`src/rtl/bcd_down_timer.sv`:
```
`default_nettype none
// +-----------------------------------------------------------------------------+
// | bcd_down_timer: NDIG-digit BCD down counter with one-shot/auto-reload,      |
// | borrow-chain terminal count and registered expiry pulse.  Rev 1.0           |
// +-----------------------------------------------------------------------------+
module bcd_down_timer #(
   parameter int NDIG = 2
) (
   input  logic              CLK,
   input  logic              CD,
   input  logic [4*NDIG-1:0] D,
   input  logic              LD,
   input  logic              EN,
   input  logic              AR,
   output logic [4*NDIG-1:0] Q,
   output logic              BUSY,
   output logic              TC,
   output logic              UF,
   output logic              ERR
);

   typedef enum logic [1:0] {
      S_IDLE = 2'd0,
      S_RUN  = 2'd1,
      S_DONE = 2'd2
   } state_t;

   state_t            state_q, state_d;
   logic [4*NDIG-1:0] q_q, q_d;
   logic [4*NDIG-1:0] rld_q, rld_d;
   logic              uf_q, uf_d;
   logic              err_q, err_d;

   logic [4*NDIG-1:0] load_val;
   logic              load_bad;
   logic [4*NDIG-1:0] dec_val;
   logic              borrow;
   logic              q_zero;

   // Clamp out-of-range load digits to 9 so Q can never hold a non-BCD digit.
   always_comb begin
      load_val = D;
      load_bad = 1'b0;
      for (int k = 0; k < NDIG; k++) begin
         if (D[4*k +: 4] > 4'd9) begin
            load_val[4*k +: 4] = 4'd9;
            load_bad           = 1'b1;
         end
      end
   end

   always_comb begin
      dec_val = q_q;
      borrow  = 1'b1;
      for (int k = 0; k < NDIG; k++) begin
         if (borrow) begin
            if (q_q[4*k +: 4] == 4'd0) begin
               dec_val[4*k +: 4] = 4'd9;
            end else begin
               dec_val[4*k +: 4] = q_q[4*k +: 4] - 4'd1;
               borrow            = 1'b0;
            end
         end
      end
   end

   assign q_zero = (q_q == '0);

   always_comb begin
      state_d = state_q;
      q_d     = q_q;
      rld_d   = rld_q;
      uf_d    = 1'b0;
      err_d   = err_q;
      if (LD) begin
         q_d     = load_val;
         rld_d   = load_val;
         err_d   = err_q | load_bad;
         state_d = ((load_val != '0) || AR) ? S_RUN : S_DONE;
      end else begin
         case (state_q)
            S_RUN: begin
               if (EN) begin
                  if (q_zero) begin
                     uf_d = 1'b1;
                     if (AR) begin
                        q_d = rld_q;
                     end else begin
                        state_d = S_DONE;
                     end
                  end else begin
                     q_d = dec_val;
                  end
               end
            end
            S_DONE: begin
               q_d = '0;
            end
            default: begin
               state_d = state_q;
            end
         endcase
      end
   end

   always_ff @(posedge CLK) begin
      if (CD) begin
         state_q <= S_IDLE;
         q_q     <= '0;
         rld_q   <= '0;
         uf_q    <= 1'b0;
         err_q   <= 1'b0;
      end else begin
         state_q <= state_d;
         q_q     <= q_d;
         rld_q   <= rld_d;
         uf_q    <= uf_d;
         err_q   <= err_d;
      end
   end

   assign Q    = q_q;
   assign BUSY = (state_q == S_RUN);
   assign TC   = q_zero && EN && (state_q == S_RUN);
   assign UF   = uf_q;
   assign ERR  = err_q;

endmodule
`default_nettype wire

```
`config.mk`:
```
export PLATFORM = sky130hd
export DESIGN_NAME = bcd_down_timer
export DESIGN_NICKNAME = d
export VERILOG_FILES = /design/src/rtl/bcd_down_timer.sv
export SDC_FILE = /design/constraint.sdc
export NUM_CORES = 1
export LEC_CHECK = 0
export CORE_MARGIN = 2
export CORE_UTILIZATION = 40
export CTS_CLUSTER_SIZE = 24
export DETAILED_ROUTE_END_ITERATION = 16
export GPL_TIMING_DRIVEN = 0
export HOLD_SLACK_MARGIN = 0.08
export PLACE_DENSITY = 0.66
export SLEW_MARGIN = 20
export SYNTH_ARGS = -nofsm -noshare
export SYNTH_HDL_FRONTEND = slang
export SYNTH_SLANG_ARGS = --single-unit
```
`constraint.sdc`:
```
create_clock -name CLK -period 4.65 [get_ports CLK]
set_input_delay 0.465 -clock CLK [delete_from_list [all_inputs] [get_ports CLK]]
set_output_delay 0.465 -clock CLK [all_outputs]
set_load 0.02 [all_outputs]
```
==> qor.yml, run 1 <==
routing:
  drtPass1Iterations: 4
  postRouteAntennaNets: 0
  first_iter_violations: 42
  vias: 1140
  routed_wl_um: 2865
  drt-vias-per-instance: 5.758
  drcViolationCount: 0
  detail_route.wl_per_cell_um: 14.47
global_route:
  grt_use_total: 0.1936
  grt_pass1_vias: 1041
  grt_start_max_net_pins: 13
  grt_pass1_wl_um: 5009
  antenna_found_initial: 0
  grt-ovfl-total: 0
cts:
  path_clk_slew_ns: 0.12
  postCtsResizedCells: 0
  cts.sink_count: 20
  worstSkewPairLatency_ns: 0.31
  postCtsSetupBuffers: 0
  cts_buffer_depth: 2
  cts_made_buffers: 3
  hold_buffers: 0
  h-tree-depth: 1
  ctsRootBufferMaster: "clkbuf_4"
  cts_tree: "done"
place:
  place_congestion: 0.9591
  dp_hpwl_um: 2193
  portBuffers: 23
  pre_cts_ws_ns: 2.190
timing:
  final_hold_viol_count: 0
  skew_ns: 0.01353
  slew_viol_final: 0
  setup_viol: 0
  fmax_mhz: 373.6
  period_minus_slack_ns: 2.677
  fin_crit_sh: 0.5756
  worst_pin_slew_ns: 0.5718
  relSlewSlack: 0.6134
  rsz0062_at_grt: "no"
  fin_ws_ns: 1.973
  setup_tns_ns: 0
pwr:
  switching_power_uw: 150.1
  clock_power_share: 0.294
  combPwrFrac: 0.285
  internal_power_uw: 339.7
  p_total_uw: 489.8
  power_frac_seq: 0.421
  irDropWorstVdd_mv: 0.2231
  p_per_area_nw_per_um2: 336.3
  p_leak_uw: 0.0005211
  power.share.switching: 0.3065
synth:
  yosys.cell_types.count: 39
  synth-seq-cells: 20
  netlist_area_um2: 1135
  synth_nets: 153
  ys_seq_area_frac: 0.3528
  syn_avg_cell_area_um2: 8.106
  synthTopCellsByArea: "dfxtp_1 35%, a21oi_1 7.5%, nand2_1 7.3%"
  ys_warn_count: 0
  synthCells: 140
  synth_top_area_share: 0.3528
  synth_top_cell_by_area: "dfxtp_1"
floorplanning:
  start_util: 0.4151
  die-area_um2: 3279
  ios: 25
  die_h_um: 57.27
  core_um2: 2734
  die_w_um: 57.27
  placementRows: 19
critical_path:
  crit_required_ns: 4.18
  criticalPathCategory: "reg -> out"
  r2r_slack_ns: 2.88
  cp_max_fo: 9
  crit_path_start_kind: "flop"
  endpoint_kind: "output pin"
  worstPathArrival_ns: 2.21
finish:
  area_growth_pct: 28.34
  layout-drive-gt1-share: 0.09581
  multi_input_area_um2: 679.4
  seq_area_um2: 400.4
  nNetsFinal: 181
  num_antenna_cells: 0
  nFillCells: 253
hold_path:
  hold_path_class: "in -> reg"
run:
  drv_cap: 0
status:
  outcome: "finished clean"
## critical path, stage by stage (launching register included)
cell             delay [ns]
dfxtp_1                0.41
or4_4                  0.62
nor3_1                 0.24
clkdlybuf4s50_1        0.64
## through the flow
step	instance area [µm²]	hold WS [ns]	util	std cells
6_report	1456	0.3749	0.5327	198
5_1_grt	1456	0.3745	0.5327	198
4_1_cts	1456	0.3699	0.5327	198
3_5_place_dp	1404	0.4509	0.5135	194
3_3_place_gp	1404	0.4482	0.5135	194
2_1_floorplan	1135	0.4367	-	140
## registers in the layout, summed over array words and instances, names as in the netlist
register and count:
UF 1, ERR 1, state_q 2, rld_q 8
Q 8
## routing by layer
metal / wire (µm) / vias to the layer above / GRT usage / part of all wire
li1: - / 582 / - / -
met1: 1393 / 517 / 0.2793 / 0.49
met2: 1233 / 35 / 0.2890 / 0.43
met3: 187 / 6 / 0.02948 / 0.065
met4: 51 / 0 / 0.07973 / 0.018
met5: 0 / - / 0 / 0
## layout make-up
type | count | share of cell area
clock inverter | 1 | 0.02062
multi-input combinational | 110 | 0.4665
sequential | 20 | 0.2749
buffer | 4 | 0.02234
tap | 31 | 0.02663
timing repair buffer | 23 | 0.1581
clock buffer | 3 | 0.01546
inverter | 6 | 0.01546
## power groups by stage
stage               logic, µW  registers, µW  clock network, µW
detailed placement        139            209                  0
floorplan                81.8            215                  0
global route              154            209                152
finish                    140            206                144
global placement          138            209                  0
CTS                       140            205                146
## path summary, 6_finish.rpt
path / from / endpoint / cells after the start
max: Q[0]$_SDFFE_PP0P_ / TC / 3
min: CD / Q[5]$_SDFFE_PP0P_ / 2
max reg2reg: Q[0]$_SDFFE_PP0P_ / state_q[0]$_SDFFE_PP0P_ / 4
min reg2reg: rld_q[2]$_SDFFE_PP0P_ / rld_q[2]$_SDFFE_PP0P_ / 2
## synthesized netlist by cell type
library cell and instances:
nand2_1 22, dfxtp_1 20, a21oi_1 17, nor2_1 7, a311oi_1 6, inv_1 6
nor3_1 6, o21ai_0 6, nor2b_1 4, and3_1 3, nand3_1 3, nor4_1 3
a21boi_0 2, a31oi_1 2, clkbuf_1 2, nand2b_1 2, nand3b_1 2, nand4_1 2
o32ai_1 2, or3_1 2, or3_2 2, or4_4 2, a211o_1 1, a211oi_1 1
a32oi_1 1, a32oi_4 1, and2_2 1, buf_6 1, clkbuf_8 1, nor3b_1 1
nor4_4 1, nor4b_1 1, o21bai_1 1, o311a_1 1, o31a_1 1, o41ai_1 1
or2b_2 1, or3b_2 1, or4b_2 1
## kinds of logic (layout without fill, tap and decap cells)
| logic type | Yosys count | count (layout) | synth area share |
|---|---|---|---|
| compound gates | 43 | 43 | 0.2646 |
| buf+inv | 10 | 37 | 0.04851 |
| flops | 20 | 20 | 0.3528 |
| simple gates | 67 | 67 | 0.3341 |
## cell usage in the layout, fill, tap and decap left out, types with 4 or more instances in the layout
cell	instances
nand2_1	22
nor3_1	6
a21oi_1	17
inv_1	6
o21ai_0	6
nor2_1	7
clkdlybuf4s50_1	23
dfxtp_1	20
nor2b_1	4
a311oi_1	6
(Power assumes the default switching activity.)
==> run 2: changes to the inputs <==
--- a/config.mk
+++ b/config.mk
@@ -11,7 +11,7 @@
 export DETAILED_ROUTE_END_ITERATION = 16
 export GPL_TIMING_DRIVEN = 0
 export HOLD_SLACK_MARGIN = 0.08
-export PLACE_DENSITY = 0.66
+export PLACE_DENSITY = 0.68
 export SLEW_MARGIN = 20
 export SYNTH_ARGS = -nofsm -noshare
 export SYNTH_HDL_FRONTEND = slang
==> constraint.sdc (replaced) <==
create_clock -name CLK -period 2.2 [get_ports CLK]
set_input_delay 0.22 -clock CLK [delete_from_list [all_inputs] [get_ports CLK]]
set_output_delay 0.22 -clock CLK [all_outputs]
set_load 0.02 [all_outputs]
==> run 2 against run 1 <==
  * Register-to-register slack worse by 2.6 ns
  * Cell area shrank 0.34%
  * Sequential power is 110% higher
  * Die area stayed put
  * Critical path depth unchanged
  * First-iteration DRC count down 57%
  * Critical endpoint unchanged
==> qor.yml, run 2 (synthesis results as in run 1) <==
floorplanning:
  die-area_um2: 3279  # unchanged
  ios: 25  # unchanged
  start_util: 0.4151  # unchanged
  die_w_um: 57.27  # unchanged
  core_um2: 2734  # unchanged
  placementRows: 19  # unchanged
  die_h_um: 57.27  # unchanged
finish:
  num_antenna_cells: 0  # unchanged
  area_growth_pct: 27.89
  nNetsFinal: 181  # unchanged
  final_cell_mix: "22 x nand2_1, 22 x clkdlybuf4s50_1, 20 x dfxtp_1"
  fin_cells: 198  # unchanged
  layout-drive-gt1-share: 0.1018  # +0.005988
  fin_util: 0.5309  # -0.001831
timing:
  holdWs_ns: 0.1234  # -0.2515 ns
  skew_ns: 0.004461  # -0.009065 ns
  setup_viol: 0  # unchanged
  relSlewSlack: 0.5679  # -0.04557
  period_minus_slack_ns: 2.024
  fin_crit_sh: 0.9198
  fmax_mhz: 494.2
  slew_viol_final: 0  # unchanged
  worst_pin_slew_ns: 0.6392  # +0.06741 ns
  final_hold_viol_count: 0  # unchanged
  rsz0062_at_grt: "no"
cts:
  cts.sink_count: 20  # unchanged
  worstSkewPairLatency_ns: 0.31  # about the same
  ctsRootBufferMaster: "clkbuf_4"
  path_clk_slew_ns: 0.12  # about the same
  postCtsSetupBuffers: 0  # unchanged
  hold_buffers: 0  # unchanged
  postCtsResizedCells: 1  # +1
  h-tree-depth: 1  # unchanged
  cts_buffer_depth: 2  # unchanged
  cts_tree: "done"
  cts_made_buffers: 3  # unchanged
routing:
  first_iter_violations: 18  # -57%
  vias: 1177  # +3.2%
  detail_route.wl_per_cell_um: 15.18  # +4.9%
  postRouteAntennaNets: 0  # unchanged
  routed_wl_um: 3005  # +4.9%
  drcViolationCount: 0  # unchanged
  drt-vias-per-instance: 5.944  # +3.2%
  drtPass1Iterations: 4  # unchanged
critical_path:
  crit_path_start_kind: "flop"
  worst_r2r_path_depth: 4  # unchanged
  setup.worst_path.start: "Q[0]$_SDFFE_PP0P_"
  criticalPathCategory: "reg -> out"
  cp-endpoint: "TC"
  r2r_start: "state_q[1]$_SDFFE_PP0P_"
  worstPathArrival_ns: 1.80  # -0.41 ns
  cp_max_fo: 9  # unchanged
  r2r-end: "Q[6]$_SDFFE_PP0P_"
  endpoint_kind: "output pin"
  crit_required_ns: 1.98  # -2.20 ns
  r2r_slack_ns: 0.30  # -2.58 ns
place:
  place_congestion: 0.9707  # +1.2%
  dp_cells: 194  # unchanged
  dp_hpwl_um: 2272  # +3.6%
  portBuffers: 23  # unchanged
global_route:
  grt_pass1_wl_um: 5175  # +3.3%
  grt_use_total: 0.2007  # +0.007065
  antenna_found_initial: 0  # unchanged
  grt-ovfl-total: 0  # unchanged
  grt_start_max_net_pins: 13  # unchanged
  grt_pass1_vias: 1088  # +4.5%
pwr:
  p_per_area_nw_per_um2: 718.0  # +110%
  p_leak_uw: 0.0005223  # +0.23%
  irDropWorstVdd_mv: 0.4289  # +92%
hold_path:
  hold_path_class: "in -> reg"
run:
  drv_cap: 0  # unchanged
status:
  outcome: "finished clean"
run 2: cell count changes in the layout (fill, tap and decap cells not counted):
| cell | previous run | this run |
|---|---|---|
| clkdlybuf4s50_1 | 23 | 22 |
| clkbuf_2 | 0 | 1 |
run 2: layer usage:
layer  up-vias  GRT usage  routed length, µm
met2        47     0.3103               1363
met3         4    0.03401                201
li1        583          -                  -
met5         -          0                  0
met4         0    0.07973                 38
met1       543     0.2793               1401
run 2: through the flow:
stage	worst slack (ns)	setup TNS, ns	area (µm²)	total power, µW
after floorplan	0.3291	0	1135	627.8
after global placement	0.02172	0	1404	731.6
after detailed placement	-0.01347	-0.01347	1404	737.6
after CTS	0.02597	0	1455	1047
after global routing	0.1074	0	1451	1092
final	0.1764	0	1451	1042
run 2: worst min-delay path by stage:
stage	from	to	slack, ns	depth (start not counted)
floorplan	D[1]	rld_q[1]$_SDFFE_PP0P_	0.36	2
global placement	rld_q[2]$_SDFFE_PP0P_	rld_q[2]$_SDFFE_PP0P_	0.45	2
detailed placement	rld_q[2]$_SDFFE_PP0P_	rld_q[2]$_SDFFE_PP0P_	0.45	2
CTS	CD	Q[5]$_SDFFE_PP0P_	0.11	2
global route	CD	Q[7]$_SDFFE_PP0P_	0.11	2
finish	CD	Q[7]$_SDFFE_PP0P_	0.12	2
run 2: report_power, final:
| group | total (µW) | switching [µW] | internal [µW] |
|---|---|---|---|
| combinational | 295 | 152 | 143 |
| sequential | 437 | 47.7 | 390 |
| clock | 310 | 125 | 184 |
run 2: cell type report:
type                            instances  area [µm²]
Buffer                                  4       32.53
Clock inverter                          1       30.03
Sequential cell                        20       400.4
Fill cell                             253        1282
Tap cell                               31       38.79
Inverter                                6       22.52
Multi-Input combinational cell        110       679.4
Timing Repair Buffer                   23       225.2
Clock buffer                            3       22.52
run 2: critical path, cell delays in order (launching register included):
cell and delay (ns):
dfxtp_1 0.42, or4_4 0.62, nor3_1 0.25, clkbuf_2 0.21
